[src/rtl/cpu8_pkg.sv]
// Shared definitions for the 8-bit processor: instruction fields, opcodes,
// ALU operation codes and the control sequencer state type.
package cpu8_pkg;

    localparam int OPC_HI = 7;
    localparam int OPC_LO = 5;
    localparam int RD_HI  = 4;
    localparam int RD_LO  = 3;
    localparam int RS_HI  = 2;
    localparam int RS_LO  = 0;

    localparam logic [2:0] OP_ADD  = 3'b000;
    localparam logic [2:0] OP_SUB  = 3'b001;
    localparam logic [2:0] OP_AND  = 3'b010;
    localparam logic [2:0] OP_OR   = 3'b011;
    localparam logic [2:0] OP_ADDI = 3'b100;
    localparam logic [2:0] OP_LD   = 3'b101;
    localparam logic [2:0] OP_ST   = 3'b110;
    localparam logic [2:0] OP_BEQZ = 3'b111;

    localparam logic [1:0] ALU_ADD = 2'b00;
    localparam logic [1:0] ALU_SUB = 2'b01;
    localparam logic [1:0] ALU_AND = 2'b10;
    localparam logic [1:0] ALU_OR  = 2'b11;

    typedef enum logic [2:0] {
        S_FETCH  = 3'd0,
        S_DECODE = 3'd1,
        S_EXEC   = 3'd2,
        S_MEM    = 3'd3,
        S_WB     = 3'd4,
        S_HALT   = 3'd5
    } state_t;

    // A branch-if-zero with a zero offset would spin forever, so it encodes HALT.
    function automatic logic is_halt(input logic [7:0] ins);
        return (ins[OPC_HI:OPC_LO] == OP_BEQZ) && (ins[RS_HI:RS_LO] == 3'b000);
    endfunction

endpackage

[src/rtl/mc_control_fsm_if.sv]
// Control bundle between the sequencer and the datapath / memories.
// master = sequencer side, slave = datapath / memory side.
interface mc_control_fsm_if #(parameter int CNT_W = 16);
    logic [7:0]       instr;
    logic             alu_zero;
    logic             imem_ready;
    logic             dmem_ready;
    logic             imem_req;
    logic             ir_en;
    logic             pc_en;
    logic             pc_src_br;
    logic [1:0]       alu_op;
    logic             alu_src_imm;
    logic             dmem_req;
    logic             dmem_we;
    logic             reg_we;
    logic             wb_sel_mem;
    logic             halted;
    logic [CNT_W-1:0] retired;

    modport master (
        input  instr, alu_zero, imem_ready, dmem_ready,
        output imem_req, ir_en, pc_en, pc_src_br, alu_op, alu_src_imm,
               dmem_req, dmem_we, reg_we, wb_sel_mem, halted, retired
    );

    modport slave (
        output instr, alu_zero, imem_ready, dmem_ready,
        input  imem_req, ir_en, pc_en, pc_src_br, alu_op, alu_src_imm,
               dmem_req, dmem_we, reg_we, wb_sel_mem, halted, retired
    );
endinterface

[src/rtl/retire_counter.sv]
// Saturating count of retired instructions, exposed for debug.
module retire_counter #(
    parameter int CNT_W = 16
) (
    input  logic             clk,
    input  logic             rst_n,
    input  logic             inc,
    output logic [CNT_W-1:0] cnt
);

    always_ff @(posedge clk or negedge rst_n) begin
        if (!rst_n) begin
            cnt <= '0;
        end else if (inc && (cnt != '1)) begin
            cnt <= cnt + {{(CNT_W-1){1'b0}}, 1'b1};
        end
    end

endmodule

[src/rtl/mc_control_fsm.sv]
// Multi-cycle control sequencer: fetch / decode / exec / mem / writeback,
// driving every datapath enable and select from state and opcode.
module mc_control_fsm
    import cpu8_pkg::*;
#(
    parameter int CNT_W = 16
) (
    input  logic               clk,
    input  logic               rst_n,
    mc_control_fsm_if.master   bus
);

    state_t     state;
    state_t     state_nxt;
    logic [2:0] opc;
    logic       retire;

    logic       imem_req;
    logic       ir_en;
    logic       pc_en;
    logic       pc_src_br;
    logic [1:0] alu_op;
    logic       alu_src_imm;
    logic       dmem_req;
    logic       dmem_we;
    logic       reg_we;
    logic       wb_sel_mem;
    logic       halted;

    assign opc = bus.instr[OPC_HI:OPC_LO];

    // The destination register is steered by the datapath, not the sequencer.
    logic unused_rd;
    assign unused_rd = ^bus.instr[RD_HI:RD_LO];

    always_ff @(posedge clk or negedge rst_n) begin
        if (!rst_n) begin
            state <= S_FETCH;
        end else begin
            state <= state_nxt;
        end
    end

    always_comb begin
        state_nxt = state;
        case (state)
            S_FETCH:  if (bus.imem_ready) state_nxt = S_DECODE;
            S_DECODE: state_nxt = is_halt(bus.instr) ? S_HALT : S_EXEC;
            S_EXEC: begin
                case (opc)
                    OP_LD, OP_ST: state_nxt = S_MEM;
                    OP_BEQZ:      state_nxt = S_FETCH;
                    default:      state_nxt = S_WB;
                endcase
            end
            S_MEM: begin
                if (bus.dmem_ready) state_nxt = (opc == OP_ST) ? S_FETCH : S_WB;
            end
            S_WB:     state_nxt = S_FETCH;
            S_HALT:   state_nxt = S_HALT;
            default:  state_nxt = S_FETCH;
        endcase
    end

    // Reset forces FETCH asynchronously; gating with rst_n keeps the fetch
    // request quiet while reset is still held.
    always_comb begin
        imem_req    = 1'b0;
        ir_en       = 1'b0;
        pc_en       = 1'b0;
        pc_src_br   = 1'b0;
        alu_op      = ALU_ADD;
        alu_src_imm = 1'b0;
        dmem_req    = 1'b0;
        dmem_we     = 1'b0;
        reg_we      = 1'b0;
        wb_sel_mem  = 1'b0;
        halted      = 1'b0;
        retire      = 1'b0;
        case (state)
            S_FETCH: begin
                imem_req = rst_n;
                ir_en    = rst_n & bus.imem_ready;
            end
            S_EXEC: begin
                case (opc)
                    OP_ADD:  alu_op = ALU_ADD;
                    OP_SUB:  alu_op = ALU_SUB;
                    OP_AND:  alu_op = ALU_AND;
                    OP_OR:   alu_op = ALU_OR;
                    OP_ADDI: begin
                        alu_op      = ALU_ADD;
                        alu_src_imm = 1'b1;
                    end
                    OP_BEQZ: begin
                        alu_op    = ALU_SUB;
                        pc_en     = 1'b1;
                        pc_src_br = bus.alu_zero;
                        retire    = 1'b1;
                    end
                    default: alu_op = ALU_ADD;
                endcase
            end
            S_MEM: begin
                dmem_req = 1'b1;
                dmem_we  = (opc == OP_ST);
                if ((opc == OP_ST) && bus.dmem_ready) begin
                    pc_en  = 1'b1;
                    retire = 1'b1;
                end
            end
            S_WB: begin
                reg_we     = 1'b1;
                pc_en      = 1'b1;
                wb_sel_mem = (opc == OP_LD);
                retire     = 1'b1;
            end
            S_HALT:  halted = 1'b1;
            default: ;
        endcase
    end

    assign bus.imem_req    = imem_req;
    assign bus.ir_en       = ir_en;
    assign bus.pc_en       = pc_en;
    assign bus.pc_src_br   = pc_src_br;
    assign bus.alu_op      = alu_op;
    assign bus.alu_src_imm = alu_src_imm;
    assign bus.dmem_req    = dmem_req;
    assign bus.dmem_we     = dmem_we;
    assign bus.reg_we      = reg_we;
    assign bus.wb_sel_mem  = wb_sel_mem;
    assign bus.halted      = halted;

    retire_counter #(.CNT_W(CNT_W)) u_retire_counter (
        .clk   (clk),
        .rst_n (rst_n),
        .inc   (retire),
        .cnt   (bus.retired)
    );

endmodule

[src/flat_wrapper.sv]
// flat-port wrapper written by rule: the top's interface ports become plain ports
module mc_control_fsm_flat import cpu8_pkg::*;
#(
    parameter int CNT_W = 16
)
  (clk, rst_n, bus_instr, bus_alu_zero, bus_imem_ready, bus_dmem_ready, bus_imem_req, bus_ir_en, bus_pc_en, bus_pc_src_br, bus_alu_op, bus_alu_src_imm, bus_dmem_req, bus_dmem_we, bus_reg_we, bus_wb_sel_mem, bus_halted, bus_retired);
  mc_control_fsm_if #(.CNT_W(CNT_W)) bus_i ();
  input  logic clk;
  input  logic rst_n;
  input wire logic [$bits(bus_i.instr)-1:0] bus_instr;
  input wire logic [$bits(bus_i.alu_zero)-1:0] bus_alu_zero;
  input wire logic [$bits(bus_i.imem_ready)-1:0] bus_imem_ready;
  input wire logic [$bits(bus_i.dmem_ready)-1:0] bus_dmem_ready;
  output wire logic [$bits(bus_i.imem_req)-1:0] bus_imem_req;
  output wire logic [$bits(bus_i.ir_en)-1:0] bus_ir_en;
  output wire logic [$bits(bus_i.pc_en)-1:0] bus_pc_en;
  output wire logic [$bits(bus_i.pc_src_br)-1:0] bus_pc_src_br;
  output wire logic [$bits(bus_i.alu_op)-1:0] bus_alu_op;
  output wire logic [$bits(bus_i.alu_src_imm)-1:0] bus_alu_src_imm;
  output wire logic [$bits(bus_i.dmem_req)-1:0] bus_dmem_req;
  output wire logic [$bits(bus_i.dmem_we)-1:0] bus_dmem_we;
  output wire logic [$bits(bus_i.reg_we)-1:0] bus_reg_we;
  output wire logic [$bits(bus_i.wb_sel_mem)-1:0] bus_wb_sel_mem;
  output wire logic [$bits(bus_i.halted)-1:0] bus_halted;
  output wire logic [$bits(bus_i.retired)-1:0] bus_retired;
  assign bus_i.instr = bus_instr;
  assign bus_i.alu_zero = bus_alu_zero;
  assign bus_i.imem_ready = bus_imem_ready;
  assign bus_i.dmem_ready = bus_dmem_ready;
  assign bus_imem_req = bus_i.imem_req;
  assign bus_ir_en = bus_i.ir_en;
  assign bus_pc_en = bus_i.pc_en;
  assign bus_pc_src_br = bus_i.pc_src_br;
  assign bus_alu_op = bus_i.alu_op;
  assign bus_alu_src_imm = bus_i.alu_src_imm;
  assign bus_dmem_req = bus_i.dmem_req;
  assign bus_dmem_we = bus_i.dmem_we;
  assign bus_reg_we = bus_i.reg_we;
  assign bus_wb_sel_mem = bus_i.wb_sel_mem;
  assign bus_halted = bus_i.halted;
  assign bus_retired = bus_i.retired;
  mc_control_fsm #(.CNT_W(CNT_W)) u_core (.clk(clk), .rst_n(rst_n), .bus(bus_i));
endmodule
[config.mk]
export PLATFORM = sky130hd
export DESIGN_NAME = mc_control_fsm_flat
export DESIGN_NICKNAME = d
export VERILOG_FILES = /design/src/rtl/cpu8_pkg.sv /design/src/rtl/mc_control_fsm_if.sv /design/src/rtl/retire_counter.sv /design/src/rtl/mc_control_fsm.sv /design/src/flat_wrapper.sv
export SDC_FILE = /design/constraint.sdc
export NUM_CORES = 1
export LEC_CHECK = 0
export ABC_AREA = 1
export CORE_UTILIZATION = 42
export DETAILED_ROUTE_END_ITERATION = 10
export HOLD_SLACK_MARGIN = 0.05
export PLACE_DENSITY = 0.75
export SYNTH_ARGS = -nofsm -noshare
export SYNTH_HDL_FRONTEND = slang
export SYNTH_SLANG_ARGS = --single-unit
[constraint.sdc]
create_clock -name clk -period 1.5 [get_ports clk]
set_clock_uncertainty 0.05 [all_clocks]
set_input_delay 0.3 -clock clk [delete_from_list [all_inputs] [get_ports clk]]
set_output_delay 0.3 -clock clk [all_outputs]
set_load 0.01 [all_outputs]
==> impl_metrics.ini, run 1 <==
[layout]
area_delta_synth_final_pct = 68.4
drive_gt1_frac = 0.365
antenna_cells = 0
final_util = 0.751
stdcell_area_mm2 = 0.00231
layout_common_cells = 84 x nand2_1, 49 x buf_4, 20 x nand3_1
final_common_cell = nand2_1
nets = 322
fin_cells = 351

[routing]
routed_wl_um = 4460
drc = 0
vias = 1731
drtPass1Iterations = 4
postRouteAntennaNets = 0
dr.first_iter.drc_count = 58
routedWlPerCell_um = 12.7
viasPerCell = 4.93

[synthesis]
synthesis.area_mm2 = 0.00137
netlist_top_cells_area = dfrtp_1 35%, nand2_1 24%, nand3_1 8.4%
synth.distinct_cells = 25
synth_fp_nets = 228
synthCells = 214
ys_seq_area_frac = 0.346
synth_area_leader_cell = dfrtp_1
yosys.area.top_type_share = 0.346
ys_ff_latch = 19
yosys_warnings = 0
syn_avg_cell_area_um2 = 6.41

[global_routing]
grt_pass1_vias = 1575
grt_pass1_wl_um = 6870
antenna_found_initial = 0
grt_max_degree = 20
grt-ovfl-total = 0
track_usage = 0.258

[timing]
period_minus_slack_ns = 1.72
maxClockFrequency_mhz = 580
maxSlewHeadroom = 0.771
post-route-period-util = 1.15
worst_slew_pin_slew_ns = 0.342
setup_violations = 27
layout_setup_ws_ns = -0.224
hold_violations = 0
maxSlewViolCount = 0
rsz0062_at_grt = yes

[clock_network]
h-tree-depth = 1
clkSlewWorstSetupHoldPaths_ns = 0.12
cts-buffers-inserted = 3
cts_root_buf = clkbuf_4
cts_sinks = 19
clk_latency_ns = 0.30
cts_tree = yes
cts_buffer_depth = 2

[floorplanning]
die_w_um = 59.2
start_util = 0.446
dieArea_mm2 = 0.00350
io_pins = 41
die_y_um = 59.2
coreArea_mm2 = 0.00308
rows = 20

[placed_design]
dp.cells = 320
gp_congestion = 0.815
place_ws_ns = -0.681
postPlaceCellArea_mm2 = 0.00199
dp_hpwl_um = 2750
place.port_buffers = 38

[outcome]
violations = negative setup slack
status = finished, violations left

[power]
p_leak_nw = 1.25
power_density_mw_per_mm2 = 965
max-vdd-ir-drop_v = 0.000811

[setup_path]
crit_arrival_ns = 1.37
path_class = reg2out
timing.rr.start = u_core.state[1]
critPathCapture = bus_pc_en
critPathTopFamily = flip-flops
ff2ff_path_depth = 10
timing.rr.end = u_core.u_retire_counter.cnt[6]
path_max_fanout = 4
crit_chain = buf_6 -> nand3_2 -> inv_2 -> nand3_1 -> nand3_2 -> buf_6
endpoint_kind = primary output
cp-startpoint = u_core.state[1]
critPathRequiredTime_ns = 1.15
crit_slowest_cell = dfrtp_2
crit_cells = 6
cp-start-kind = register
crit_buf_inv = 3
slowest_delay_ns = 0.47
regToRegSetupSlack_ns = -0.10

[min_path]
min-delay-path-class = in2async

[run]
cap_violations = 0
-- per-layer routing --
layer | wire (um) | part of all wire | global-route usage | vias up
met5 | 0 | 0 | 0 | -
met4 | 87 | 0.019 | 0.0782 | 0
li1 | - | - | - | 862
met3 | 264 | 0.059 | 0.0262 | 12
met2 | 2270 | 0.51 | 0.481 | 60
met1 | 1840 | 0.41 | 0.310 | 797
-- cell usage after synthesis --
library cell	number
a21boi_0	1
a21oi_1	1
and3_1	1
buf_2	2
buf_6	1
dfrtp_1	19
ha_1	1
inv_1	18
inv_2	3
nand2_1	88
nand2_2	1
nand3_1	23
nand3_2	2
nand3b_1	4
nand4_1	4
nand4_2	1
nor2_1	26
nor2_2	3
nor2_4	2
nor3_1	3
o211ai_1	1
o21ai_0	1
o21ai_1	2
or2_2	1
xor2_1	5
-- worst min path at each step --
stage                                    startpoint                              end  slack [ns]  cells after the start
global placement    u_core.u_retire_counter.cnt[14]  u_core.u_retire_counter.cnt[14]        0.49                      2
detailed placement  u_core.u_retire_counter.cnt[14]  u_core.u_retire_counter.cnt[14]        0.50                      2
floorplan                                     rst_n                  u_core.state[0]       -0.05                      0
global route                                  rst_n   u_core.u_retire_counter.cnt[1]        0.44                      2
finish                                        rst_n   u_core.u_retire_counter.cnt[0]        0.42                      2
CTS                                           rst_n  u_core.u_retire_counter.cnt[15]        0.44                      2
-- worst register-to-register path: cells and delay by family (launching register included) --
family | cells | cell delay (ns)
and+or+nand+nor | 5 | 0.41
buffers and inverters | 5 | 0.58
DFF | 1 | 0.47
-- cells by family after synthesis --
logic type / Yosys count / synth area share
xor gates and xnor gates: 5 / 0.0319
adders and majority gates: 1 / 0.00911
and+or+nand+nor: 159 / 0.514
AOI/OAI and AO/OA: 6 / 0.0255
buffers and inverters: 24 / 0.0729
DFF: 19 / 0.346
-- metrics by stage --
step                setup TNS (ns)  power [mW]  hold slack (ns)
floorplan                        0        1.16          -0.0456
global placement            -13.62        1.64            0.491
detailed placement          -14.50        1.66            0.500
CTS                          -2.82        2.02            0.443
global route                 -4.89        2.38            0.444
finish                       -2.56        2.23            0.421
-- timing repair --
action / in CTS / in global routing
hold buffers: 0 / 0
buffers inserted: 20 / 8
endpoints found under the hold margin: 0 / 0
gates resized for setup: 82 / 32
endpoints found under the setup margin: 44 / 31
pin swaps: 6 / 6
-- where the power goes --
part	internal [mW]	switching [mW]
sequential	0.596	0.0638
clock	0.0994	0.175
combinational	0.638	0.657
total	1.33	0.896
-- area by class of cell --
class | instances | area, um^2
Sequential cell | 19 | 483
Clock inverter | 1 | 5.00
Inverter | 21 | 78.8
Fill cell | 248 | 767
Timing Repair Buffer | 92 | 756
Clock buffer | 3 | 22.5
Tap cell | 44 | 55.1
Multi-Input combinational cell | 171 | 911
-- registers in the layout, summed over array words and instances (netlist names) --
signal,cells
u_core.state,3
u_core.u_retire_counter.cnt,16
Power figures use the tool's default switching activity.
==> run 2: changes to the inputs <==
Settings changed: CORE_UTILIZATION 42 to 44, CTS_BUF_LIST set to sky130_fd_sc_hd__clkbuf_4, PLACE_DENSITY 0.75 to 0.78.
==> impl_metrics.ini, run 2 (synthesis gave the netlist of run 1 again) <==
[setup_path]
endpoint_kind = primary output
ff2ff_path_depth = 10
crit_arrival_ns = 1.39
critPathRequiredTime_ns = 1.15
path_max_fanout = 4
timing.rr.start = u_core.state[2]
path_class = reg2out
timing.rr.end = u_core.u_retire_counter.cnt[0]
cp-start-kind = register
regToRegSetupSlack_ns = -0.04

[timing]
maxSlewHeadroom = 0.805
layout_setup_ws_ns = -0.242
hold_violations = 0
setup_violations = 28
rsz0062_at_grt = yes
maxSlewViolCount = 0
post-route-period-util = 1.16
fin_setup_tns_ns = -2.88
period_minus_slack_ns = 1.74
holdWs_ns = 0.419
worst_slew_pin_slew_ns = 0.292
maxClockFrequency_mhz = 574

[clock_network]
cts_root_buf = clkbuf_4
cts_tree = yes
hold_buffers = 0
clk_latency_ns = 0.31
cts_sinks = 19
cts-buffers-inserted = 3
h-tree-depth = 1
clkSlewWorstSetupHoldPaths_ns = 0.12
cts_buffer_depth = 2

[routing]
drc = 4
postRouteAntennaNets = 0
routedWlPerCell_um = 13.0
dr.first_iter.drc_count = 61
vias = 1752
routed_wl_um = 4390
drtPass1Iterations = 7
viasPerCell = 5.20

[power]
max-vdd-ir-drop_v = 0.000997
power_density_mw_per_mm2 = 997
p_leak_nw = 1.26
total_power_mw = 2.26

[layout]
stdcell_area_mm2 = 0.00227
nets = 321
final_common_cell = nand2_1
largest_reg_flops = 16
reg.largest.list = u_core.u_retire_counter.cnt (16), u_core.state (3)
layout_common_cells = 85 x nand2_1, 53 x buf_4, 21 x nor2_1
drive_gt1_frac = 0.340
area_delta_synth_final_pct = 65.4
antenna_cells = 0
fillers = 194
largest-register = u_core.u_retire_counter.cnt

[placed_design]
place.port_buffers = 38
dp_hpwl_um = 2710
postPlaceCellArea_mm2 = 0.00198
gp_congestion = 0.848

[global_routing]
antenna_found_initial = 0
track_usage = 0.267
grt_pass1_vias = 1614
grt_max_degree = 20
grt_pass1_wl_um = 6910
grt-ovfl-total = 0

[floorplanning]
start_util = 0.481
die_w_um = 57.9
coreArea_mm2 = 0.00285
rows = 19
dieArea_mm2 = 0.00335
io_pins = 41
die_y_um = 57.9

[outcome]
status = finished, violations left
violations = design-rule violations, negative setup slack

[min_path]
min-delay-path-class = in2async

[run]
cap_violations = 0
## run 2: cell types whose count changed in the layout (fill, tap and decap cells not counted), moves of 3 or more
cell / before / now
nor2_1: 18 / 21
dfrtp_2: 6 / 3
buf_4: 49 / 53
buf_6: 7 / 3
dfrtp_1: 13 / 16
## run 2: final cells by class
class                      count  area, um^2  area share
clock buffer                   3        22.5     0.00992
clock inverter                 1        5.00     0.00221
inverter                      21        81.3      0.0358
multi-input combinational    171         921       0.406
sequential                    19         479       0.211
tap                           31        38.8      0.0171
timing repair buffer          91         722       0.318
## run 2: worst max-delay path: stages, from the launching register on
cell	delay, ns
dfrtp_1	0.42
inv_2	0.10
buf_4	0.13
nand3_4	0.06
buf_4	0.14
nor2_2	0.10
buf_2	0.14
## run 2: power by group
group / internal [mW] / total, mW / switching (mW)
logic: 0.647 / 1.33 / 0.679
registers: 0.594 / 0.657 / 0.0635
clock network: 0.0998 / 0.280 / 0.180
## run 2: stage by stage
step                      cells  setup slack, ns  utilization
after global placement      308           -0.655        0.695
after floorplan             214           0.0146            -
after CTS                   333           -0.215        0.765
after global routing        337           -0.320        0.796
final                       337           -0.242        0.796
after detailed placement    308           -0.691        0.695
## run 2: worst max path at each step
stage / start / endpoint / slack, ns / cells after the start
after detailed placement: bus_instr[5] / bus_pc_en / -0.69 / 6
after global placement: bus_instr[5] / bus_pc_en / -0.65 / 6
after floorplan: u_core.u_retire_counter.cnt[1] / u_core.u_retire_counter.cnt[0] / 0.01 / 7
final: u_core.state[2] / bus_dmem_we / -0.24 / 6
after CTS: u_core.state[2] / bus_alu_op[1] / -0.21 / 6
after global routing: u_core.state[2] / bus_alu_src_imm / -0.32 / 6
## run 2: metal layers
metal  GRT usage  up-vias  share of wire
met5           0        -              0
met4       0.116        0          0.023
met3      0.0223       15          0.063
met2       0.493       71           0.51
met1       0.315      805           0.40
li1            -      861              -
## run 2: repair_timing
action	4_1_cts	5_1_grt
resized for setup	88	19
setup buffers	21	5
gates cloned	0	0
endpoints found under the setup margin	44	32
pin swaps	6	4
==> RTL edit: new RTL, flow settings as in run 1 <==
Reset style: synchronous (`rst_n`), changed in 2 clocked blocks. Comments in the files are not updated.
--- a/src/rtl/retire_counter.sv
+++ b/src/rtl/retire_counter.sv
@@ -8,7 +8,7 @@
     output logic [CNT_W-1:0] cnt
 );
 
-    always_ff @(posedge clk or negedge rst_n) begin
+    always_ff @(posedge clk) begin
         if (!rst_n) begin
             cnt <= '0;
         end else if (inc && (cnt != '1)) begin
--- a/src/rtl/mc_control_fsm.sv
+++ b/src/rtl/mc_control_fsm.sv
@@ -33,7 +33,7 @@
     logic unused_rd;
     assign unused_rd = ^bus.instr[RD_HI:RD_LO];
 
-    always_ff @(posedge clk or negedge rst_n) begin
+    always_ff @(posedge clk) begin
         if (!rst_n) begin
             state <= S_FETCH;
         end else begin
Behaviour: differs if rst_n is asserted again (counterexample within 4 cycles, from zero or initial values and one cycle with rst_n low); with rst_n held inactive, the same outputs for 10 cycles.
==> RTL edit against run 1 <==
The flow still finishes with violations (negative setup slack). Synthesized area fell by 1.7%. Power shrank 33%. Combinational power is 48% lower. Synthesized cell count up 6.5%. Non-clock buffer count unchanged. Routed wire length is 32% higher. Sequential power fell by 16%. Worst setup slack worse by 0.0040 ns. Final area grew 8.0%. Sequential cell count unchanged.
==> RTL edit: results (changes against run 1) <==
The startpoint of the most critical register-to-register path is u_core.state[0]. The area added between synthesis and finish is 85.0%. The logic depth of the worst register-to-register path came out at 12 (+2). The run finished, with violations left.

Ranked by instance count, the synthesized netlist is headed by nand2_1 (72), nor2_1 (33), inv_1 (30), nand3_1 (21), dfxtp_1 (19). The post-DP HPWL is 2.95 mm (+7.4%). The area after detailed placement came to 2070 µm² (+3.8%).

The fraction of synthesis flops using an asynchronous set or reset pin is 0 (-1.00). The layout clock buffer count came to 4 (+1). The cell leakage power came out at 1.20 nW (-4.1%). The worst-case setup margin in the final layout is -0.228 ns (-0.00398 ns).

The post-synthesis xor/xnor area fraction is 0.0195 (-0.0124). The number of instances in the synthesized netlist came to 228 (+6.5%). The inverter count is 30 (+43%). The sum of routed wire length over all layers came out at 5.88 mm (+32%). Yosys attributes the largest share of cell area to dfxtp_1 (28%), nand2_1 (20%), nor2_1 (9.2%), inv_1 (8.3%), nand3_1 (7.8%).

The min-delay analysis places its worst path in the category flop to flop. The switching power of the nets is 0.531 mW (-41%). The count of TritonRoute iterations in the first routing pass came out at 4 (unchanged). The count of cell types in the netlist came out at 24 (-4.0%). The sum of negative setup slack came out at -4.00 ns (-1.44 ns).

The area of the multi-input gates is 1080 µm² (+18%). The compound-cell area share of the yosys netlist came out at 0.0983 (+0.0728). The setup slack at placement came out at -0.707 ns (-0.0258 ns). The average wire per cell in the routed design came out at 16.1 µm (+27%). The multi-input gate count came to 176 (+2.9%).

The proportion of cell area spent on the clock network came out at 0.0105 (-0.00138). The via count of the first global-routing pass is 1660 (+5.4%). The number of fillers in the final layout came out at 199 (-20%).

The checks that failed: negative setup slack. The highest ir drop seen on vdd came to 371 µV (-54%). Data on the critical path arrives at its endpoint at 1.38 ns. Among all flip-flop cells after synthesis, the most frequent one is dfxtp_1. The number of endpoints failing setup at the final stage is 29 (+7.4%). The number of synthesis warnings came out at 0 (unchanged). The count of placed standard cells including taps was 345 (+7.8%). The largest net degree at the start of global routing is 14 (-30%). The proportion of synthesized chip area in sequential cells is 0.282 (-0.0644). The total number of sequential cells came out at 19 (unchanged). The fraction of layout instances using a drive strength above 1 was 0.430 (+0.0651). The sequential cell area share was 0.163 (-0.0460). The first-pass GRT wire length came out at 7.46 mm (+8.5%). The weighted congestion reported at the end of routability-driven placement came out at 0.905 (+11%). The maximum fanout along the worst path was 3 (-1). The number of nets produced by synthesis is 242 (+6.1%). The violation count after the first detailed-routing iteration came out at 170 (+190%). The post-layout net count came out at 336 (+4.3%). The global routing usage summed across all routing layers came to 0.287 (+0.0293). The adder and majority gate portion of the synthesized area came to 0.00928 (+0.000161).

The final instance area came to 2490 µm² (+8.0%).
RTL edit: cell count changes in the layout (fill, tap and decap cells not counted), sizes merged, moves of 2 or more:
| cell | before | now |
|---|---|---|
| o21ai | 3 | 8 |
| nor2 | 31 | 38 |
| dlygate4sd2 | 17 | 19 |
| inv | 21 | 30 |
| a21oi | 1 | 14 |
| nand3 | 25 | 23 |
| dfxtp | 0 | 19 |
| dfrtp | 19 | 0 |
| nand2 | 89 | 75 |
| xor2 | 5 | 3 |
RTL edit: worst max-delay path, cell delays in order (launching register included):
cell and delay, ns:
dfxtp_4 0.39, buf_12 0.13, nor2_4 0.14, buf_6 0.13, nand2_4 0.06, nand3_4 0.11, buf_6 0.11
RTL edit: path summary, 6_finish.rpt:
kind / slack (ns) / end
worst max-delay path: -0.23 / bus_pc_en
worst min-delay path: 0.45 / u_core.u_retire_counter.cnt[7]
worst min register to register: 0.45 / u_core.u_retire_counter.cnt[7]
worst max register to register: -0.22 / u_core.u_retire_counter.cnt[13]
RTL edit: power by group through the flow:
stage	clock [mW]	combinational [mW]	sequential, mW
after global routing	0.285	0.696	0.554
after floorplan	0	0.158	0.553
after global placement	0	0.345	0.550
final	0.266	0.665	0.554
after detailed placement	0	0.350	0.551
after CTS	0.274	0.488	0.545
RTL edit: metal layers:
| metal | routed length, µm | GRT usage | part of all wire | vias up |
|---|---|---|---|---|
| met2 | 2990 | 0.516 | 0.51 | 92 |
| met4 | 322 | 0.163 | 0.055 | 0 |
| li1 | - | - | - | 914 |
| met3 | 334 | 0.0264 | 0.057 | 36 |
| met1 | 2230 | 0.333 | 0.38 | 902 |
| met5 | 0 | 0 | 0 | - |
RTL edit: what timing repair did:
action | in CTS | in global routing
pin swaps | 12 | 15
endpoints found under the setup margin | 45 | 29
buffers inserted | 13 | 5
gates resized for setup | 119 | 53
